==> src/rtl/arith_unit_if.sv <==
// Operation request/result bundle for arith_unit.
// Optional dz signal is present only when ARITH_DZ_EN is defined.
interface arith_unit_if #(parameter int WIDTH = 32);
  logic             start;
  logic [1:0]       op;
  logic             sign;
  logic [WIDTH-1:0] a;
  logic [WIDTH-1:0] b;
  logic [WIDTH-1:0] respuesta;
  logic [WIDTH-1:0] out_high;
  logic [WIDTH-1:0] out_low;
  logic [WIDTH-1:0] quotient;
  logic [WIDTH-1:0] residue;
  logic             busy;
  logic             done;
  logic             z;
  logic             n;
  logic             c;
  logic             v;
`ifdef ARITH_DZ_EN
  logic             dz;
`endif

  modport master (
    output start, op, sign, a, b,
`ifdef ARITH_DZ_EN
    input  dz,
`endif
    input  respuesta, out_high, out_low, quotient, residue,
    input  busy, done, z, n, c, v
  );

  modport slave (
    input  start, op, sign, a, b,
`ifdef ARITH_DZ_EN
    output dz,
`endif
    output respuesta, out_high, out_low, quotient, residue,
    output busy, done, z, n, c, v
  );
endinterface

==> src/rtl/arith_unit.sv <==
// Sequential add / shift-add multiply / restoring divide with Z/N/C/V flags.
// Optional ARITH_DZ_EN adds a divide-by-zero flag (dz) and keeps v clear on that case.
module arith_unit #(
  parameter int WIDTH = 32
) (
  input logic        clk,
  input logic        rst,
  arith_unit_if.slave bus
);
  localparam int CW = $clog2(WIDTH);

  typedef enum logic [1:0] {IDLE = 2'd0, MUL = 2'd1, DIV = 2'd2} state_t;

  state_t             state_r;
  logic [CW-1:0]      cnt_r;
  logic               sign_r, neg_r, rneg_r, ovf_r;
  logic [WIDTH-1:0]   opd_r;   // multiplicand or divisor magnitude
  logic [WIDTH-1:0]   acc_r;   // product high half or partial remainder
  logic [WIDTH-1:0]   shf_r;   // multiplier or dividend/quotient shift register
  logic [WIDTH-1:0]   res_r, hi_r, lo_r, quo_r, rem_r;
  logic               busy_r, done_r, z_r, n_r, c_r, v_r;

  logic [WIDTH:0]     add_s, mul_sum_s, div_sh_s, div_diff_s;
  logic [WIDTH-1:0]   abs_a_s, abs_b_s, div_rem_nx_s, div_quo_nx_s, q_fix_s, r_fix_s;
  logic [2*WIDTH-1:0] prod_s, prod_fix_s;
  logic               div_ge_s, mul_v_s, last_s, divz_s, div_ovf_s;

  // Single-step datapath shared by add, multiply and divide.
  always_comb begin
    add_s        = {1'b0, bus.a} + {1'b0, bus.b};
    abs_a_s      = (bus.sign && bus.a[WIDTH-1]) ? -bus.a : bus.a;
    abs_b_s      = (bus.sign && bus.b[WIDTH-1]) ? -bus.b : bus.b;
    divz_s       = (bus.b == {WIDTH{1'b0}});
    div_ovf_s    = bus.sign && (bus.a == {1'b1, {(WIDTH-1){1'b0}}}) && (bus.b == {WIDTH{1'b1}});
    last_s       = (cnt_r == CW'(WIDTH-1));
    mul_sum_s    = {1'b0, acc_r} + (shf_r[0] ? {1'b0, opd_r} : {(WIDTH+1){1'b0}});
    prod_s       = {mul_sum_s, shf_r[WIDTH-1:1]};
    prod_fix_s   = neg_r ? -prod_s : prod_s;
    mul_v_s      = sign_r ? (prod_fix_s[2*WIDTH-1:WIDTH] != {WIDTH{prod_fix_s[WIDTH-1]}})
                          : (prod_fix_s[2*WIDTH-1:WIDTH] != {WIDTH{1'b0}});
    div_sh_s     = {acc_r, shf_r[WIDTH-1]};
    div_ge_s     = (div_sh_s >= {1'b0, opd_r});
    div_diff_s   = div_ge_s ? (div_sh_s - {1'b0, opd_r}) : div_sh_s;
    div_rem_nx_s = div_diff_s[WIDTH-1:0];
    div_quo_nx_s = {shf_r[WIDTH-2:0], div_ge_s};
    q_fix_s      = neg_r ? -div_quo_nx_s : div_quo_nx_s;
    r_fix_s      = rneg_r ? -div_rem_nx_s : div_rem_nx_s;
  end

  // Operation FSM with registered results and flags.
  always_ff @(posedge clk) begin
    if (rst) begin
      state_r <= IDLE;
      cnt_r   <= {CW{1'b0}};
      sign_r  <= 1'b0;
      neg_r   <= 1'b0;
      rneg_r  <= 1'b0;
      ovf_r   <= 1'b0;
      opd_r   <= {WIDTH{1'b0}};
      acc_r   <= {WIDTH{1'b0}};
      shf_r   <= {WIDTH{1'b0}};
      res_r   <= {WIDTH{1'b0}};
      hi_r    <= {WIDTH{1'b0}};
      lo_r    <= {WIDTH{1'b0}};
      quo_r   <= {WIDTH{1'b0}};
      rem_r   <= {WIDTH{1'b0}};
      busy_r  <= 1'b0;
      done_r  <= 1'b0;
      z_r     <= 1'b0;
      n_r     <= 1'b0;
      c_r     <= 1'b0;
      v_r     <= 1'b0;
    end else begin
      done_r <= 1'b0;
      case (state_r)
        IDLE: begin
          if (bus.start) begin
            sign_r <= bus.sign;
            cnt_r  <= {CW{1'b0}};
            acc_r  <= {WIDTH{1'b0}};
            case (bus.op)
              2'b00: begin
                res_r  <= add_s[WIDTH-1:0];
                c_r    <= add_s[WIDTH];
                v_r    <= (bus.a[WIDTH-1] == bus.b[WIDTH-1]) && (add_s[WIDTH-1] != bus.a[WIDTH-1]);
                z_r    <= (add_s[WIDTH-1:0] == {WIDTH{1'b0}});
                n_r    <= add_s[WIDTH-1];
                done_r <= 1'b1;
              end
              2'b01: begin
                opd_r   <= abs_a_s;
                shf_r   <= abs_b_s;
                neg_r   <= bus.sign && (bus.a[WIDTH-1] ^ bus.b[WIDTH-1]);
                busy_r  <= 1'b1;
                state_r <= MUL;
              end
              2'b10: begin
                if (divz_s) begin
                  res_r  <= {WIDTH{1'b1}};
                  quo_r  <= {WIDTH{1'b1}};
                  rem_r  <= bus.a;
                  z_r    <= 1'b0;
                  n_r    <= bus.sign;
                  c_r    <= 1'b0;
`ifdef ARITH_DZ_EN
                  v_r    <= 1'b0;
`else
                  v_r    <= 1'b1;
`endif
                  done_r <= 1'b1;
                end else begin
                  opd_r   <= abs_b_s;
                  shf_r   <= abs_a_s;
                  neg_r   <= bus.sign && (bus.a[WIDTH-1] ^ bus.b[WIDTH-1]);
                  rneg_r  <= bus.sign && bus.a[WIDTH-1];
                  ovf_r   <= div_ovf_s;
                  busy_r  <= 1'b1;
                  state_r <= DIV;
                end
              end
              default: done_r <= 1'b1;
            endcase
          end
        end
        MUL: begin
          acc_r <= mul_sum_s[WIDTH:1];
          shf_r <= {mul_sum_s[0], shf_r[WIDTH-1:1]};
          cnt_r <= cnt_r + CW'(1);
          if (last_s) begin
            hi_r    <= prod_fix_s[2*WIDTH-1:WIDTH];
            lo_r    <= prod_fix_s[WIDTH-1:0];
            res_r   <= prod_fix_s[WIDTH-1:0];
            z_r     <= (prod_fix_s == {(2*WIDTH){1'b0}});
            n_r     <= sign_r && prod_fix_s[2*WIDTH-1];
            c_r     <= 1'b0;
            v_r     <= mul_v_s;
            busy_r  <= 1'b0;
            done_r  <= 1'b1;
            state_r <= IDLE;
          end
        end
        DIV: begin
          acc_r <= div_rem_nx_s;
          shf_r <= div_quo_nx_s;
          cnt_r <= cnt_r + CW'(1);
          if (last_s) begin
            quo_r   <= q_fix_s;
            rem_r   <= r_fix_s;
            res_r   <= q_fix_s;
            z_r     <= (q_fix_s == {WIDTH{1'b0}});
            n_r     <= sign_r && q_fix_s[WIDTH-1];
            c_r     <= 1'b0;
            v_r     <= ovf_r;
            busy_r  <= 1'b0;
            done_r  <= 1'b1;
            state_r <= IDLE;
          end
        end
        default: begin
          busy_r  <= 1'b0;
          state_r <= IDLE;
        end
      endcase
    end
  end

`ifdef ARITH_DZ_EN
  logic dz_r;
  logic fin_s;

  // A completion happens on any accepted start in IDLE or on the last iteration.
  always_comb begin
    fin_s = ((state_r == IDLE) && bus.start) || ((state_r != IDLE) && last_s);
  end

  // dz is re-evaluated on every completion; only divide by zero sets it.
  always_ff @(posedge clk) begin
    if (rst) begin
      dz_r <= 1'b0;
    end else if (fin_s) begin
      dz_r <= (state_r == IDLE) && (bus.op == 2'b10) && divz_s;
    end
  end

  assign bus.dz = dz_r;
`endif

  assign bus.respuesta = res_r;
  assign bus.out_high  = hi_r;
  assign bus.out_low   = lo_r;
  assign bus.quotient  = quo_r;
  assign bus.residue   = rem_r;
  assign bus.busy      = busy_r;
  assign bus.done      = done_r;
  assign bus.z         = z_r;
  assign bus.n         = n_r;
  assign bus.c         = c_r;
  assign bus.v         = v_r;
endmodule

==> src/flat_wrapper.sv <==
// flat-port wrapper written by rule: the top's interface ports become plain ports
module arith_unit_flat 
#(
  parameter int WIDTH = 32
)
  (clk, rst, bus_start, bus_op, bus_sign, bus_a, bus_b, bus_respuesta, bus_out_high, bus_out_low, bus_quotient, bus_residue, bus_busy, bus_done, bus_z, bus_n, bus_c, bus_v);
  arith_unit_if #(.WIDTH(WIDTH)) bus_i ();
  input logic clk;
  input logic rst;
  input wire logic [$bits(bus_i.start)-1:0] bus_start;
  input wire logic [$bits(bus_i.op)-1:0] bus_op;
  input wire logic [$bits(bus_i.sign)-1:0] bus_sign;
  input wire logic [$bits(bus_i.a)-1:0] bus_a;
  input wire logic [$bits(bus_i.b)-1:0] bus_b;
  output wire logic [$bits(bus_i.respuesta)-1:0] bus_respuesta;
  output wire logic [$bits(bus_i.out_high)-1:0] bus_out_high;
  output wire logic [$bits(bus_i.out_low)-1:0] bus_out_low;
  output wire logic [$bits(bus_i.quotient)-1:0] bus_quotient;
  output wire logic [$bits(bus_i.residue)-1:0] bus_residue;
  output wire logic [$bits(bus_i.busy)-1:0] bus_busy;
  output wire logic [$bits(bus_i.done)-1:0] bus_done;
  output wire logic [$bits(bus_i.z)-1:0] bus_z;
  output wire logic [$bits(bus_i.n)-1:0] bus_n;
  output wire logic [$bits(bus_i.c)-1:0] bus_c;
  output wire logic [$bits(bus_i.v)-1:0] bus_v;
  assign bus_i.start = bus_start;
  assign bus_i.op = bus_op;
  assign bus_i.sign = bus_sign;
  assign bus_i.a = bus_a;
  assign bus_i.b = bus_b;
  assign bus_respuesta = bus_i.respuesta;
  assign bus_out_high = bus_i.out_high;
  assign bus_out_low = bus_i.out_low;
  assign bus_quotient = bus_i.quotient;
  assign bus_residue = bus_i.residue;
  assign bus_busy = bus_i.busy;
  assign bus_done = bus_i.done;
  assign bus_z = bus_i.z;
  assign bus_n = bus_i.n;
  assign bus_c = bus_i.c;
  assign bus_v = bus_i.v;
  arith_unit #(.WIDTH(WIDTH)) u_core (.clk(clk), .rst(rst), .bus(bus_i));
endmodule
==> config.mk <==
export PLATFORM = sky130hd
export DESIGN_NAME = arith_unit_flat
export DESIGN_NICKNAME = d
export VERILOG_FILES = /design/src/rtl/arith_unit_if.sv /design/src/rtl/arith_unit.sv /design/src/flat_wrapper.sv
export SDC_FILE = /design/constraint.sdc
export NUM_CORES = 1
export LEC_CHECK = 0
export CAP_MARGIN = 20
export CELL_PAD_IN_SITES_DETAIL_PLACEMENT = 2
export CELL_PAD_IN_SITES_GLOBAL_PLACEMENT = 2
export CORE_UTILIZATION = 36
export DETAILED_ROUTE_END_ITERATION = 6
export PLACE_DENSITY_LB_ADDON = 0.15
export SLEW_MARGIN = 20
export SYNTH_ARGS = -nofsm -noshare
export SYNTH_HDL_FRONTEND = slang
export SYNTH_SLANG_ARGS = --single-unit
==> constraint.sdc <==
create_clock -name clk -period 13.9 [get_ports clk]
set_input_delay 1.39 -clock clk [delete_from_list [all_inputs] [get_ports clk]]
set_output_delay 1.39 -clock clk [all_outputs]
set_load 0.005 [all_outputs]
=== Word level (Yosys, flattened, before mapping) ===
Index checks and enable logic that the tools add are counted.

* $add $sub $neg: 9
* $mul: 0
* Div/mod/pow operators: 0
* Order comparisons: 1
* Eq/ne operators: 21
* Shifts and indexed selects: 0
* Mux-type cells: 70
* Bitwise logic cells: 2
* Reduce and logical (&&, ||, !) cells: 31

{| class="wikitable"
|+ Operator list
! operator !! count
|-
| $mux 32 || 20
|-
| $pmux 32 s2 || 5
|-
| $pmux 32 s3 || 3
|-
| $neg 32->32 || 4
|-
| $logic_not 32->1 || 3
|-
| $add 32x32->33 || 2
|-
| $eq 32x32->1 const B || 2
|-
| $logic_not 64->1 || 1
|-
| $mux 64 || 1
|-
| $neg 64->64 || 1
|-
| $ge 33x32->1 || 1
|-
| $ne 32x32->1 || 1
|-
| $reduce_bool 32->1 || 1
|-
| $sub 32x32->32 || 1
|-
| $mux 1 || 21
|-
| $pmux 1 s2 || 10
|-
| $reduce_and 4->1 || 4
|-
| $pmux 5 s2 || 1
|-
| $reduce_and 5->1 || 2
|-
| $ne 3x3->1 const B || 3
|-
| $pmux 1 s3 || 3
|-
| $logic_and 1x1->1 || 8
|-
| $ne 2x1->1 const B || 4
|-
| $pmux 2 s2 || 2
|-
| other kinds (18) || 30
|}

* Bits in registers: 273
* Latch bits: 0
* Bits in writable memories: 0
* Bits in read-only memories: 0
* Input bits: 70
* Word-level logic and storage cells: 154
* Memories kept: 0

=== Depth between registers and ports, before layout ===
* Depth in word-level cells: 8
* Depth in mapped cells: 26

=== Worst setup path before layout ===
OpenSTA, ideal clock, no wires.

* Kind: flip-flop to flip-flop
* From: register u_core.opd_r[26]
* To: register u_core.rem_r[30], in the netlist u_core.bus.residue[30]
* Setup time: 0.133 ns
* Arrival time: 5.610 ns
* Data required time: 13.767 ns
* Setup slack: 8.157 ns
* Stages on the path, launching flop included: 21
* Buffers on the path: 3
* Cells stage by stage: dfxtp_1 inv_1 ha_1 a21oi_1 nor2b_1 or2_2 a21oi_1 a21oi_1 a2111oi_0 nand3_1 clkbuf_1 clkbuf_1 clkbuf_1 mux2i_1 ha_1 o21ai_0 a2111oi_0 nand4_1 o41ai_1 xor2_1 o32ai_1

* Word-level cells in the longest chain between the ends: 6
* Elaborated cells on any way between the ends: 7

{| class="wikitable"
|+ Ends and longest elaborated chain
! what !! line !! text
|-
| start, declared || arith_unit.sv:17 || <nowiki>logic [WIDTH-1:0] opd_r;</nowiki>
|-
| start signal, assigned || arith_unit.sv:59 || <nowiki>opd_r <= {WIDTH{1'b0}};</nowiki>
|-
| start signal, assigned || arith_unit.sv:91 || <nowiki>opd_r <= abs_a_s;</nowiki>
|-
| start signal, assigned || arith_unit.sv:112 || <nowiki>opd_r <= abs_b_s;</nowiki>
|-
| $sub 32x32->32 / $ge 33x32->1 (equally long branches) || arith_unit.sv:43, arith_unit.sv:42 ||
|-
| $mux 32 * || arith_unit.sv:43 || <nowiki>div_diff_s = div_ge_s ? (div_sh_s - {1'b0, opd_r}) : div_sh_s;</nowiki>
|-
| $neg 32->32 || arith_unit.sv:47 || <nowiki>r_fix_s = rneg_r ? -div_rem_nx_s : div_rem_nx_s;</nowiki>
|-
| $mux 32 * || arith_unit.sv:47 ||
|-
| $mux 32 * || arith_unit.sv:146 || <nowiki>if (last_s) begin</nowiki>
|-
| $pmux 32 s2 * || arith_unit.sv:75 || <nowiki>case (state_r)</nowiki>
|-
| end signal, assigned || arith_unit.sv:66 || <nowiki>rem_r <= {WIDTH{1'b0}};</nowiki>
|-
| end signal, assigned || arith_unit.sv:101 || <nowiki>rem_r <= bus.a;</nowiki>
|-
| end signal, assigned || arith_unit.sv:148 || <nowiki>rem_r <= r_fix_s;</nowiki>
|-
| end, declared || arith_unit.sv:20 || <nowiki>logic [WIDTH-1:0] res_r, hi_r, lo_r, quo_r, rem_r;</nowiki>
|}

Every way passes the cells marked *; elsewhere a longest branch is shown, timed or not. The select of a mux whose other input is x is not followed.
A chain may end at the register's enable or synchronous reset.

=== Worst setup path in the final report ===
* From: register u_core.shf_r[0]
* To: register u_core.z_r, in the netlist u_core.bus.z

* Word-level cells in the longest chain between the ends: 7
* Elaborated cells on any way between the ends: 11

{| class="wikitable"
|+ Ends and longest elaborated chain
! what !! line !! text
|-
| start, declared || arith_unit.sv:19 || <nowiki>logic [WIDTH-1:0] shf_r;</nowiki>
|-
| start signal, assigned || arith_unit.sv:61 || <nowiki>shf_r <= {WIDTH{1'b0}};</nowiki>
|-
| start signal, assigned || arith_unit.sv:92 || <nowiki>shf_r <= abs_b_s;</nowiki>
|-
| start signal, assigned || arith_unit.sv:113 || <nowiki>shf_r <= abs_a_s;</nowiki>
|-
| $mux 32 || arith_unit.sv:36 || <nowiki>mul_sum_s = {1'b0, acc_r} + (shf_r[0] ? {1'b0, opd_r} : {(WIDTH+1){1'b0}});</nowiki>
|-
| $add 32x32->33 || arith_unit.sv:36 ||
|-
| $neg 64->64 || arith_unit.sv:38 || <nowiki>prod_fix_s = neg_r ? -prod_s : prod_s;</nowiki>
|-
| $mux 64 || arith_unit.sv:38 ||
|-
| $logic_not 64->1 || arith_unit.sv:133 || <nowiki>z_r <= (prod_fix_s == {(2*WIDTH){1'b0}});</nowiki>
|-
| $mux 1 || arith_unit.sv:129 || <nowiki>if (last_s) begin</nowiki>
|-
| $pmux 1 s3 * || arith_unit.sv:75 ||
|-
| end signal, assigned || arith_unit.sv:86 || <nowiki>z_r <= (add_s[WIDTH-1:0] == {WIDTH{1'b0}});</nowiki>
|-
| end signal, assigned || arith_unit.sv:133 ||
|-
| end signal, assigned || arith_unit.sv:150 || <nowiki>z_r <= (q_fix_s == {WIDTH{1'b0}});</nowiki>
|-
| end, declared || arith_unit.sv:21 || <nowiki>logic busy_r, done_r, z_r, n_r, c_r, v_r;</nowiki>
|}

Marks and branches as above.

==> impl_metrics.py <==
metrics = {
    "min_path": {
        "min_path_cells": 2,
        "holdCritStartpoint": "u_core.opd_r[8]$_SDFFE_PP0P_",
        "whs_endpoint": "u_core.opd_r[8]$_SDFFE_PP0P_",
        "hold_class": "flop to flop",
    },
    "synth": {
        "yosysTopAreaCell": "dfxtp_1",
        "synth_edf_count": 0,
        "synth_top_family_by_area": "compound AO/OA/AOI/OAI gates",
        "synth_compound_area_share_pct": 30.3,
        "synthMuxAreaShare_pct": 1.94,
        "yosys.area.top_type_share_pct": 23.7,
        "yosys-top-cells-area": "dfxtp_1 (24%), nor2_1 (7.5%), a21oi_1 (6.5%)",
        "postSynthAreaPerCell_um2": 7.18,
        "yosys.area_share.xor_xnor_pct": 8.88,
        "syn_area_um2": 23100,
        "ys_warn_count": 0,
        "async_reset_ff_share_pct": 0,
        "synth_flop_cell": "dfxtp_1",
        "synth-simple-area-share_pct": 23.4,
        "ys_seq_area_share_pct": 23.7,
        "synth_fp_nets": 3395,
        "post_synth_num_cell_types": 83,
        "syn_inst": 3211,
        "synth_fa_ha_area_share_pct": 6.28,
        "ys_ff_latch": 273,
    },
    "layout": {
        "n_fill_cell": 7297,
        "nets": 3467,
        "area_delta_synth_final_pct": 17.4,
        "utilization_pct": 42.8,
        "layout-drive-gt1-share_pct": 4.24,
    },
    "power": {
        "peakVddDrop_mv": 0.0827,
        "internal_power_uw": 1750,
        "seqPwrFrac_pct": 31.0,
        "pwr-share-comb_pct": 36.8,
        "power.leakage_uw": 0.0100,
        "switchingPower_uw": 1200,
        "p_per_area_nw_per_um2": 109,
        "p_clk_share_pct": 32.3,
        "switching_share_pct": 40.8,
    },
    "sta": {
        "slew_violations": 0,
        "finalHoldViolCount": 0,
        "layout_min_cycle_time_ns": 7.54,
        "maxSlewHeadroom_pct": 17.2,
        "rsz0062_at_grt": "no",
        "fmax_ghz": 0.133,
        "tns_ns": 0,
        "skew_ns": 0.0312,
        "setup_viol_count_final": 0,
        "holdWs_ns": 0.462,
        "min_period_over_period_pct": 54.3,
        "tightest_slew_ns": 1.23,
    },
    "clock_tree": {
        "cts_max_level": 2,
        "post-cts-setup-buffers": 0,
        "hold_buffers": 0,
        "ctsLongestPathBuffers": 3,
        "cts_made_buffers": 34,
        "cts_tree": "built",
        "worstSkewPairLatency_ns": 0.58,
        "clk_pin_slew_worst_paths_ns": 0.06,
        "cts_resized": 0,
        "clkSinkCount": 273,
        "cts_root_buffer": "clkbuf_16",
    },
    "detailed_routing": {
        "first_iter_violations": 2581,
        "drc": 0,
        "dr_total_vias": 26843,
        "wl_mm": 123,
        "detail-route-antenna-nets": 0,
        "avgViaCountPerCell": 6.47,
        "first_pass_iters": 5,
        "wire_per_inst_um": 29.7,
    },
    "floorplan": {
        "pin_count": 236,
        "core-area_um2": 63200,
        "die_y_um": 255,
        "die_area_um2": 65100,
        "die_w_um": 255,
        "start_util_pct": 36.5,
        "row_count": 92,
    },
    "setup_path": {
        "reg2reg_depth": 16,
        "end_kind": "flop",
        "start_kind": "flop",
        "path_max_fanout": 35,
        "crit_type": "flop to flop",
        "critical_path_arrival_ns": 8.04,
        "r2r-end": "u_core.bus.z$_SDFFE_PP0P_",
        "r2r-start": "u_core.shf_r[0]$_SDFFE_PP0P_",
        "r2r_slack_ns": 6.36,
        "crit_required_ns": 14.39,
    },
    "grt": {
        "grt_pass1_wl_mm": 180,
        "grt_max_degree": 114,
        "grt_pass1_vias": 27029,
        "grt_usage_pct": 36.8,
        "grt_overflow": 0,
        "antenna_found_initial": 7,
    },
    "placement": {
        "dp_hpwl_mm": 96.8,
        "numPortBuffers": 235,
        "globalplace.congestion": 0.972,
    },
    "run_status": {
        "status": "complete, no violations",
    },
    "job": {
        "maxCapViolations": 0,
    },
}
## cells in the mapped netlist (all sizes together), types with 25 or more instances
| library cell | instances |
|---|---|
| a211oi | 133 |
| a21o | 52 |
| a21oi | 299 |
| a22oi | 40 |
| and3 | 25 |
| clkbuf | 210 |
| dfxtp | 273 |
| ha | 111 |
| inv | 99 |
| mux2i | 39 |
| nand2 | 273 |
| nand3 | 48 |
| nand4 | 39 |
| nor2 | 461 |
| nor3 | 99 |
| nor4 | 40 |
| o211ai | 37 |
| o21a | 28 |
| o21ai | 164 |
| o22ai | 35 |
| o31ai | 45 |
| or3 | 28 |
| xnor2 | 125 |
| xor2 | 109 |
## logic make-up after synthesis
| logic type | Yosys count |
|---|---|
| simple gates | 1158 |
| flops | 273 |
| fa+ha+maj | 114 |
| mux | 44 |
| xor+xnor | 234 |
| compound gates | 1053 |
| buf+inv | 335 |
## power groups by stage
stage / clock [uW] / sequential [uW] / combinational, uW
finish: 952 / 914 / 1080
global route: 990 / 918 / 1140
CTS: 959 / 911 / 1060
detailed placement: 0 / 927 / 1050
global placement: 0 / 924 / 1010
floorplan: 0 / 877 / 631
## through the flow
stage	cells	power, uW	cell area (um2)	worst slack, ns
6_report	4152	2950	27100	6.36
5_1_grt	4151	3050	27100	6.29
4_1_cts	4151	2930	27100	6.62
3_5_place_dp	4093	1970	25900	6.63
3_3_place_gp	4093	1940	25900	6.55
2_1_floorplan	3211	1510	23100	8.16
## how the worst max path moves through the flow
stage	from	cells after the start	end
floorplan	u_core.opd_r[26]$_SDFFE_PP0P_	20	u_core.bus.residue[30]$_SDFFE_PP0P_
global placement	u_core.shf_r[0]$_SDFFE_PP0P_	17	u_core.bus.v$_SDFFE_PP0P_
detailed placement	u_core.shf_r[0]$_SDFFE_PP0P_	16	u_core.bus.z$_SDFFE_PP0P_
CTS	u_core.shf_r[0]$_SDFFE_PP0P_	17	u_core.bus.z$_SDFFE_PP0P_
global route	u_core.shf_r[0]$_SDFFE_PP0P_	16	u_core.bus.z$_SDFFE_PP0P_
finish	u_core.shf_r[0]$_SDFFE_PP0P_	16	u_core.bus.z$_SDFFE_PP0P_
## final cells by class
type,instances,area [um2],share of cell area [%]
Sequential cell,273,5470,20.2
Inverter,101,379,1.40
Clock inverter,12,206,0.763
Multi-Input combinational cell,2603,16400,60.6
Timing Repair Buffer,270,2620,9.67
Tap cell,846,1060,3.91
Clock buffer,46,946,3.49
Antenna cell,1,2.50,0.00924
## layout by cell type, fill, tap and decap left out, types with 99 or more instances in the layout
cell type and n:
xor2_1 109, nand2_1 272, nor3_1 99, dfxtp_1 272, o21ai_0 161, xnor2_1 125
a21oi_1 298, ha_1 107, clkdlybuf4s50_1 234, a211oi_1 133, nor2_1 460
## routing by layer
layer,global-route usage [%],vias up,wire (um)
met1,52.3,13693,55900
li1,-,11904,-
met5,0,-,50
met2,57.6,1069,54800
met3,4.86,169,8950
met4,10.5,8,3480
## critical path: stages (launching register included)
cell      delay, ns
dfxtp_1        0.63
clkinv_1       0.13
buf_4          0.30
nor2_1         0.34
ha_1           0.36
nand4_1        0.29
o31ai_1        0.78
nand3_1        0.32
a21bo_2        0.32
a211oi_1       0.69
or4b_2         0.77
o41ai_4        0.38
xnor2_1        0.34
nor4b_2        0.47
nand4_1        0.57
o31a_1         0.51
a221oi_2       0.20
## registers in the layout (all words and copies together) (netlist names)
register / flops
u_core.acc_r: 32
u_core.bus.out_high: 32
u_core.bus.out_low: 32
u_core.bus.quotient: 32
u_core.bus.residue: 32
u_core.bus.respuesta: 32
u_core.opd_r: 32
u_core.shf_r: 32
u_core.cnt_r: 5
u_core.state_r: 2
u_core.bus.busy: 1
u_core.bus.c: 1
u_core.bus.done: 1
u_core.bus.n: 1
u_core.bus.v: 1
u_core.bus.z: 1
u_core.neg_r: 1
u_core.ovf_r: 1
u_core.rneg_r: 1
u_core.sign_r: 1
(Power assumes the default switching activity.)
